==> src/rtl/spi_ss_sequencer_if.sv <==
// Bundle of request handshake, timing configuration, shift-engine handshake
// and slave-select outputs for spi_ss_sequencer.
interface spi_ss_sequencer_if #(
    parameter int NUM_SS = 8,
    parameter int CNT_W  = 8
);
    localparam int SEL_W = (NUM_SS > 2) ? $clog2(NUM_SS) : 1;

    logic              req;
    logic [SEL_W-1:0]  sel;
    logic              cont;
    logic [CNT_W-1:0]  setup_cyc;
    logic [CNT_W-1:0]  hold_cyc;
    logic [CNT_W-1:0]  idle_cyc;
    logic              xfer_done;
    logic [NUM_SS-1:0] ss_n;
    logic              go;
    logic              ack;
    logic              busy;
    logic              sel_err;

    // Requester / shift-engine side
    modport master (
        output req, sel, cont, setup_cyc, hold_cyc, idle_cyc, xfer_done,
        input  ss_n, go, ack, busy, sel_err
    );

    // Sequencer side
    modport slave (
        input  req, sel, cont, setup_cyc, hold_cyc, idle_cyc, xfer_done,
        output ss_n, go, ack, busy, sel_err
    );
endinterface

==> src/rtl/spi_ss_sequencer.sv <==
// Slave-select sequencer for the SPI master: accepts a request for one slave,
// drops its active-low select, times CS setup / hold / idle gaps with a single
// down-counter, issues a one-cycle go to the shift engine, and can chain
// back-to-back transfers on the same slave without releasing CS.
module spi_ss_sequencer #(
    parameter int NUM_SS = 8,
    parameter int CNT_W  = 8
) (
    input  logic              clk,
    input  logic              rst,
    spi_ss_sequencer_if.slave bus
);
    localparam int SEL_W = (NUM_SS > 2) ? $clog2(NUM_SS) : 1;
    // NUM_SS widened by one bit so that NUM_SS = 2**SEL_W still fits.
    localparam logic [SEL_W:0] NUM_SS_EXT = (SEL_W+1)'(NUM_SS);

    typedef enum logic [2:0] {
        IDLE   = 3'd0,
        SETUP  = 3'd1,
        ACTIVE = 3'd2,
        HOLD   = 3'd3,
        GAP    = 3'd4
    } state_t;

    state_t            state_reg;
    logic [CNT_W-1:0]  cnt_reg;
    logic [SEL_W-1:0]  idx_reg;
    logic [NUM_SS-1:0] ss_n_reg;
    logic              go_reg;

    logic              sel_ok;
    logic              idle_accept;
    logic              cont_accept;
    logic [NUM_SS-1:0] sel_onehot;

    // One-hot decode of the requested slave index
    generate
        for (genvar gi = 0; gi < NUM_SS; gi++) begin : g_sel_dec
            assign sel_onehot[gi] = (bus.sel == SEL_W'(gi));
        end
    endgenerate

    assign sel_ok      = ({1'b0, bus.sel} < NUM_SS_EXT);
    assign idle_accept = (state_reg == IDLE) && bus.req && sel_ok;
    // Chaining only when the new request targets the slave already selected.
    assign cont_accept = (state_reg == ACTIVE) && bus.xfer_done && bus.cont &&
                         bus.req && (bus.sel == idx_reg);

    assign bus.ack     = idle_accept || cont_accept;
    assign bus.sel_err = (state_reg == IDLE) && bus.req && !sel_ok;
    assign bus.busy    = (state_reg != IDLE);
    assign bus.ss_n    = ss_n_reg;
    assign bus.go      = go_reg;

    // Sequencer FSM: state, shared down-counter, latched index and registered
    // outputs. go is set one cycle ahead so it coincides with the last SETUP
    // cycle (counter reaching 0).
    always_ff @(posedge clk) begin
        if (rst) begin
            state_reg <= IDLE;
            cnt_reg   <= '0;
            idx_reg   <= '0;
            ss_n_reg  <= '1;
            go_reg    <= 1'b0;
        end else begin
            go_reg <= 1'b0;
            case (state_reg)
                IDLE: begin
                    ss_n_reg <= '1;
                    if (idle_accept) begin
                        state_reg <= SETUP;
                        cnt_reg   <= bus.setup_cyc;
                        idx_reg   <= bus.sel;
                        ss_n_reg  <= ~sel_onehot;
                        go_reg    <= (bus.setup_cyc == '0);
                    end
                end
                SETUP: begin
                    if (cnt_reg == '0) begin
                        state_reg <= ACTIVE;
                    end else begin
                        cnt_reg <= cnt_reg - 1'b1;
                        go_reg  <= (cnt_reg == CNT_W'(1));
                    end
                end
                ACTIVE: begin
                    if (bus.xfer_done) begin
                        if (cont_accept) begin
                            // Single-cycle SETUP, CS stays low
                            state_reg <= SETUP;
                            cnt_reg   <= '0;
                            go_reg    <= 1'b1;
                        end else if (bus.hold_cyc != '0) begin
                            state_reg <= HOLD;
                            cnt_reg   <= bus.hold_cyc - 1'b1;
                        end else if (bus.idle_cyc != '0) begin
                            state_reg <= GAP;
                            cnt_reg   <= bus.idle_cyc - 1'b1;
                            ss_n_reg  <= '1;
                        end else begin
                            state_reg <= IDLE;
                            ss_n_reg  <= '1;
                        end
                    end
                end
                HOLD: begin
                    if (cnt_reg == '0) begin
                        ss_n_reg <= '1;
                        if (bus.idle_cyc != '0) begin
                            state_reg <= GAP;
                            cnt_reg   <= bus.idle_cyc - 1'b1;
                        end else begin
                            state_reg <= IDLE;
                        end
                    end else begin
                        cnt_reg <= cnt_reg - 1'b1;
                    end
                end
                GAP: begin
                    ss_n_reg <= '1;
                    if (cnt_reg == '0) begin
                        state_reg <= IDLE;
                    end else begin
                        cnt_reg <= cnt_reg - 1'b1;
                    end
                end
                default: begin
                    state_reg <= IDLE;
                    ss_n_reg  <= '1;
                end
            endcase
        end
    end
endmodule

==> src/flat_wrapper.sv <==
// flat-port wrapper written by rule: the top's interface ports become plain ports
module spi_ss_sequencer_flat 
#(
    parameter int NUM_SS = 8,
    parameter int CNT_W  = 8
)
  (clk, rst, bus_req, bus_sel, bus_cont, bus_setup_cyc, bus_hold_cyc, bus_idle_cyc, bus_xfer_done, bus_ss_n, bus_go, bus_ack, bus_busy, bus_sel_err);
  spi_ss_sequencer_if #(.NUM_SS(NUM_SS), .CNT_W(CNT_W)) bus_i ();
  input  logic clk;
  input  logic rst;
  input wire logic [$bits(bus_i.req)-1:0] bus_req;
  input wire logic [$bits(bus_i.sel)-1:0] bus_sel;
  input wire logic [$bits(bus_i.cont)-1:0] bus_cont;
  input wire logic [$bits(bus_i.setup_cyc)-1:0] bus_setup_cyc;
  input wire logic [$bits(bus_i.hold_cyc)-1:0] bus_hold_cyc;
  input wire logic [$bits(bus_i.idle_cyc)-1:0] bus_idle_cyc;
  input wire logic [$bits(bus_i.xfer_done)-1:0] bus_xfer_done;
  output wire logic [$bits(bus_i.ss_n)-1:0] bus_ss_n;
  output wire logic [$bits(bus_i.go)-1:0] bus_go;
  output wire logic [$bits(bus_i.ack)-1:0] bus_ack;
  output wire logic [$bits(bus_i.busy)-1:0] bus_busy;
  output wire logic [$bits(bus_i.sel_err)-1:0] bus_sel_err;
  assign bus_i.req = bus_req;
  assign bus_i.sel = bus_sel;
  assign bus_i.cont = bus_cont;
  assign bus_i.setup_cyc = bus_setup_cyc;
  assign bus_i.hold_cyc = bus_hold_cyc;
  assign bus_i.idle_cyc = bus_idle_cyc;
  assign bus_i.xfer_done = bus_xfer_done;
  assign bus_ss_n = bus_i.ss_n;
  assign bus_go = bus_i.go;
  assign bus_ack = bus_i.ack;
  assign bus_busy = bus_i.busy;
  assign bus_sel_err = bus_i.sel_err;
  spi_ss_sequencer #(.NUM_SS(NUM_SS), .CNT_W(CNT_W)) u_core (.clk(clk), .rst(rst), .bus(bus_i));
endmodule
==> config.mk <==
export PLATFORM = sky130hd
export DESIGN_NAME = spi_ss_sequencer_flat
export DESIGN_NICKNAME = d
export VERILOG_FILES = /design/src/rtl/spi_ss_sequencer_if.sv /design/src/rtl/spi_ss_sequencer.sv /design/src/flat_wrapper.sv
export SDC_FILE = /design/constraint.sdc
export NUM_CORES = 1
export LEC_CHECK = 0
export CAP_MARGIN = 20
export CORE_UTILIZATION = 30
export CTS_BUF_LIST = sky130_fd_sc_hd__clkbuf_8
export DETAILED_ROUTE_END_ITERATION = 7
export PLACE_DENSITY_LB_ADDON = 0.15
export RECOVER_POWER = 50
export SKIP_CTS_REPAIR_TIMING = 1
export SYNTH_ARGS = -nofsm -noshare
export SYNTH_HDL_FRONTEND = slang
export SYNTH_SLANG_ARGS = --single-unit
==> constraint.sdc <==
create_clock -name clk -period 2.8 [get_ports clk]
set_input_delay 0.42 -clock clk [delete_from_list [all_inputs] [get_ports clk]]
set_output_delay 0.42 -clock clk [all_outputs]
set_load 0.02 [all_outputs]
== After elaboration in Yosys (flattened, before gate mapping) ==
Cells that the tools add are included.
Operators by class
  add/subtract/negate cells: 3
  multipliers: 0
  divide/modulo/power cells: 0
  magnitude comparators: 0
  equality and inequality tests: 21
  shift-type cells: 0
  mux-type cells: 28
  bitwise logic cells: 2
  reduce and logical (&&, ||, !) cells: 19
Operators by type and width (count)
  $mux 8: 12
  $pmux 8 s4: 2
  $mux 3: 8
  $sub 8x1->8 const B: 3
  $logic_not 8->1: 2
  $reduce_bool 8->1: 2
  $eq 3x3->1 const B: 5
  $pmux 3 s5: 1
  $eq 3x2->1 const B: 4
  $reduce_and 5->1: 2
  $eq 8x1->1 const B: 1
  $ne 2x1->1 const B: 4
  $ne 2x2->1 const B: 4
  $not 8->8: 1
  $eq 3x1->1 const B: 2
  $logic_not 3->1: 2
  $logic_and 1x1->1: 5
  $mux 1: 4
  $reduce_and 4->1: 1
  $reduce_bool 4->1: 1
  $eq 3x3->1: 1
  $pmux 1 s3: 1
  $reduce_bool 3->1: 1
  $reduce_and 2->1: 1
  3 further kinds: 3
Storage, ports and cells
  register bits: 23
  latch bits: 0
  bits in writable memories: 0
  memory bits (read-only): 0
  bits of input ports: 32
  logic and storage cells: 78
  memories kept: 0

== Depth between registers and ports, before layout ==
  depth after elaboration: 8
  depth in mapped cells: 8
  gate-level depth less buffers: 7

== Least setup slack after synthesis ==
OpenSTA, ideal clock, no wires.
  path type: register to register
  start: register u_core.cnt_reg[0]
  end: register u_core.cnt_reg[0]
  library setup time: 0.103 ns
  data arrival time: 2.029 ns
  path slack: 0.667 ns
  stages on the path, launching flop included: 8
  path through: dfxtp_1 -> inv_1 -> ha_1 -> nor4b_2 -> nand2_1 -> o32a_2 -> a211o_1 -> a2111oi_2
On the way
  longest elaborated chain between the ends: 5
  elaborated cells between the ends (all ways): 11
  those cells by class: add/sub: 1; eq/ne: 1; mux: 7; reduce/logical: 2
RTL lines
  start, declared: line spi_ss_sequencer.sv:26  | logic [CNT_W-1:0] cnt_reg;
  start signal, assigned: line spi_ss_sequencer.sv:72  | cnt_reg <= bus.setup_cyc;
  start signal, assigned: line spi_ss_sequencer.sv:82  | cnt_reg <= cnt_reg - 1'b1;
  start signal, assigned: line spi_ss_sequencer.sv:95  | cnt_reg <= bus.hold_cyc - 1'b1;
  branches (longest 5 deep; another with $sub 8x1->8)
Several ways; the timed one is not identified. The select of a mux whose other input is x is not followed.
A chain may end at the register's enable or synchronous reset.

== Final worst setup path ==
  start: input bus_sel[0]
  end: output bus_ack
On the way
  longest elaborated chain between the ends: 3
RTL lines
  start, declared: line flat_wrapper.sv:12  | input wire logic [$bits(bus_i.sel)-1:0] bus_sel;
  $eq 3x3->1: line spi_ss_sequencer.sv:47  | bus.req && (bus.sel == idx_reg);
  $logic_and 1x1->1: line spi_ss_sequencer.sv:47
  $logic_or 1x1->1: line spi_ss_sequencer.sv:49  | assign bus.ack = idle_accept || cont_accept;
  end, declared: line flat_wrapper.sv:20  | output wire logic [$bits(bus_i.ack)-1:0] bus_ack;
No other way between the ends.

==> impl_metrics.csv <==
group,metric,value,unit
cts,cts-htree-levels,1,
critical_path,path_depth,6,
critical_path,worstSetupEndpoint,"bus_ack",
outcome,status,"finished, final reports clean",
hold_path,holdCritPathClass,"register to register",
cells_and_area,antenna_cells,0,
timing,slew-limit-headroom,60.3,%
power,total_power,1.98,mW
grt,grt_pass1_wl,10.1,mm
cts,cts.clk_slew.worst_paths,0.09,ns
cells_and_area,final_util,42.6,%
critical_path,cp_max_fo,3,
yosys,syn_area,1940,um^2
timing,finalCriticalPeriod,2.62,ns
flow_run,maxCapViolations,0,
critical_path,startpoint,"bus_sel[0]",
placement,gp_congestion,0.855,
cts,cts_tree,"built",
detailed_routing,ant_nets,0,
yosys,synth_top_area_share,23.8,%
yosys,syn_inst,244,
detailed_routing,detail_route.wl_per_cell,16.0,um
critical_path,worstPathCellList,"clkdlybuf4s50_1 > xor2_1 > nor4_2 > nand2_1 > nand2_1 > clkdlybuf4s50_1",
timing,slew_viol_final,0,
yosys,ys_ff_latch,23,
detailed_routing,drc,0,
yosys,synth.net_count,283,
yosys,avgSynthCellArea,7.93,um^2
timing,fin_skew,0.00379,ns
yosys,yosys.area_share.adder,4.52,%
critical_path,slowest_delay,0.60,ns
cells_and_area,postLayoutCellArea,2580,um^2
cts,clockRootBuffer,"clkbuf_8",
yosys,synth_edf_count,0,
yosys,netlist.top_cell.by_area,"dfxtp_1",
placement,place_area,2540,um^2
cells_and_area,nNetsFinal,339,
detailed_routing,viasPerCell,5.69,
floorplanning,rows,28,
cts,clkSinkCount,23,
power,p_per_area,768,nW/um^2
timing,setup_viol,0,
critical_path,crit_path_start_kind,"input port",
critical_path,ff2ff_path_depth,9,
critical_path,rrSetupSlack,0.27,ns
yosys,ys.warnings.count,0,
yosys,ys_async_sr_fraction,0,%
grt,grt-ovfl-total,0,
critical_path,cp_slowest_cell,"clkdlybuf4s50_1",
floorplanning,die-area,6780,um^2
critical_path,crit_buf_inv,2,
grt,grt_max_degree,16,
floorplanning,initial_core_util,31.9,%
detailed_routing,num_vias,2128,
grt,grt_pass1_vias,2005,
cells_and_area,drive_gt1_share,13.4,%
critical_path,crit_family,"buffers and inverters",
power,leakage,0.942,nW
timing,max_freq,0.381,GHz
placement,portBuffers,42,
cts,clock_latency,0.28,ns
yosys,yosys-top-cells-area,"dfxtp_1, nand2_1, xor2_1, ha_1, a21oi_1",
yosys,synth_common_cells,"nand2_1, dfxtp_1, nor2_1",
detailed_routing,dr.pass1.iters,4,
yosys,synth.distinct_cells,67,
timing,fin_tns_setup,0,ns
critical_path,required,2.38,ns
critical_path,critical_path_class,"input port to primary output",
timing,worst_pin_slew,0.591,ns
detailed_routing,drt_first_iter_violations,218,
critical_path,crit_path_end_kind,"primary output",
yosys,muxShareOfSynthArea,1.81,%
power,ir_drop,0.000264,V
cells_and_area,syn_to_final_growth,33.5,%
floorplanning,die_w,82.3,um
cts,clockBufferDepth,2,
critical_path,r2r_start,"u_core.cnt_reg[0]",
yosys,synth_xor_area_share,6.79,%
grt,grt_use_total,19.4,%
cts,numCtsBuffers,3,
yosys,synth-compound-area-share,29.7,%
yosys,post-synth-top-count-cell,"nand2_1",
critical_path,timing.rr.end,"u_core.bus.ss_n[4]",
placement,hpwl,4.77,mm
grt,antenna_found_initial,0,
yosys,synthSimpleGateAreaFrac,28.2,%
floorplanning,fp.dieH,82.3,um
floorplanning,design.core.area,6060,um^2
detailed_routing,drt_wl_total,5.98,mm
critical_path,cp.arrival,2.20,ns
timing,rsz0062_at_grt,"no",
cells_and_area,nFillCells,621,
yosys,synth_top_flop_cell,"dfxtp_1",
floorplanning,ios,44,
timing,post-route-period-util,93.7,%
yosys,synth_top_family_by_area,"compound AO/OA/AOI/OAI gates",
yosys,seq_area_frac_synth,23.8,%
timing,finalHoldViolCount,0,
[per-stage QoR]
stage / worst slack (ns) / hold WS (ns) / instances
2_1_floorplan: 0.667 / 0.448 / 244
3_3_place_gp: 0.110 / 0.460 / 370
3_5_place_dp: 0.0823 / 0.469 / 370
4_1_cts: 0.100 / 0.482 / 374
5_1_grt: 0.0413 / 0.510 / 374
6_report: 0.178 / 0.480 / 374
[worst min-delay path: stages, from the launching register on]
cell	delay [ns]
dfxtp_1	0.33
nand2_1	0.05
a21oi_1	0.06
[layout make-up]
cell class	instances	area (um^2)	area share (%)
multi-input cells	199	1380	53.4
repair buffers	62	563	21.8
flip-flops and latches	23	460	17.8
well taps	75	93.8	3.63
clock buffers	3	41.3	1.60
inverters	11	41.3	1.60
clock inverters	1	5.00	0.194
[cell families (layout without fill, tap and decap cells)]
kind of cell,count (synthesis),count (layout)
AND/OR/NAND/NOR,99,99
AO/OA/AOI/OAI,74,74
flip-flops,23,23
buffers and inverters,22,77
XOR/XNOR,15,15
adder cells (fa/ha/maj),7,7
multiplexers,3,3
other,1,1
[layout by cell type (no fill, tap or decap), drive strengths merged, types with 9 or more instances in the layout]
| master | n |
|---|---|
| a21oi | 12 |
| buf | 18 |
| clkdlybuf4s50 | 33 |
| dfxtp | 23 |
| dlygate4sd3 | 9 |
| inv | 11 |
| nand2 | 26 |
| nor2 | 14 |
| xor2 | 11 |
[where the power goes]
part           internal (mW)  switching (mW)
Clock                  0.100           0.124
Combinational          0.523           0.701
Sequential             0.405           0.131
[routing by layer]
metal / global-route usage (%) / wire length [um] / share of wire [%] / vias up
li1: - / - / - / 1057
met1: 27.9 / 2880 / 48 / 1007
met2: 30.0 / 2750 / 46 / 60
met3: 2.42 / 292 / 4.9 / 4
met4: 5.79 / 52 / 0.87 / 0
met5: 0 / 0 / 0 / -
[worst min path at each step]
stage,from,slack [ns],cells past startpoint,endpoint
6_report,u_core.idx_reg[1],0.48,2,u_core.idx_reg[1]
5_1_grt,u_core.idx_reg[1],0.51,2,u_core.idx_reg[1]
4_1_cts,u_core.idx_reg[1],0.48,2,u_core.idx_reg[1]
3_5_place_dp,u_core.idx_reg[2],0.47,2,u_core.idx_reg[2]
3_3_place_gp,u_core.idx_reg[1],0.46,2,u_core.idx_reg[1]
2_1_floorplan,u_core.idx_reg[0],0.45,2,u_core.idx_reg[0]
Power figures use the tool's default switching activity.
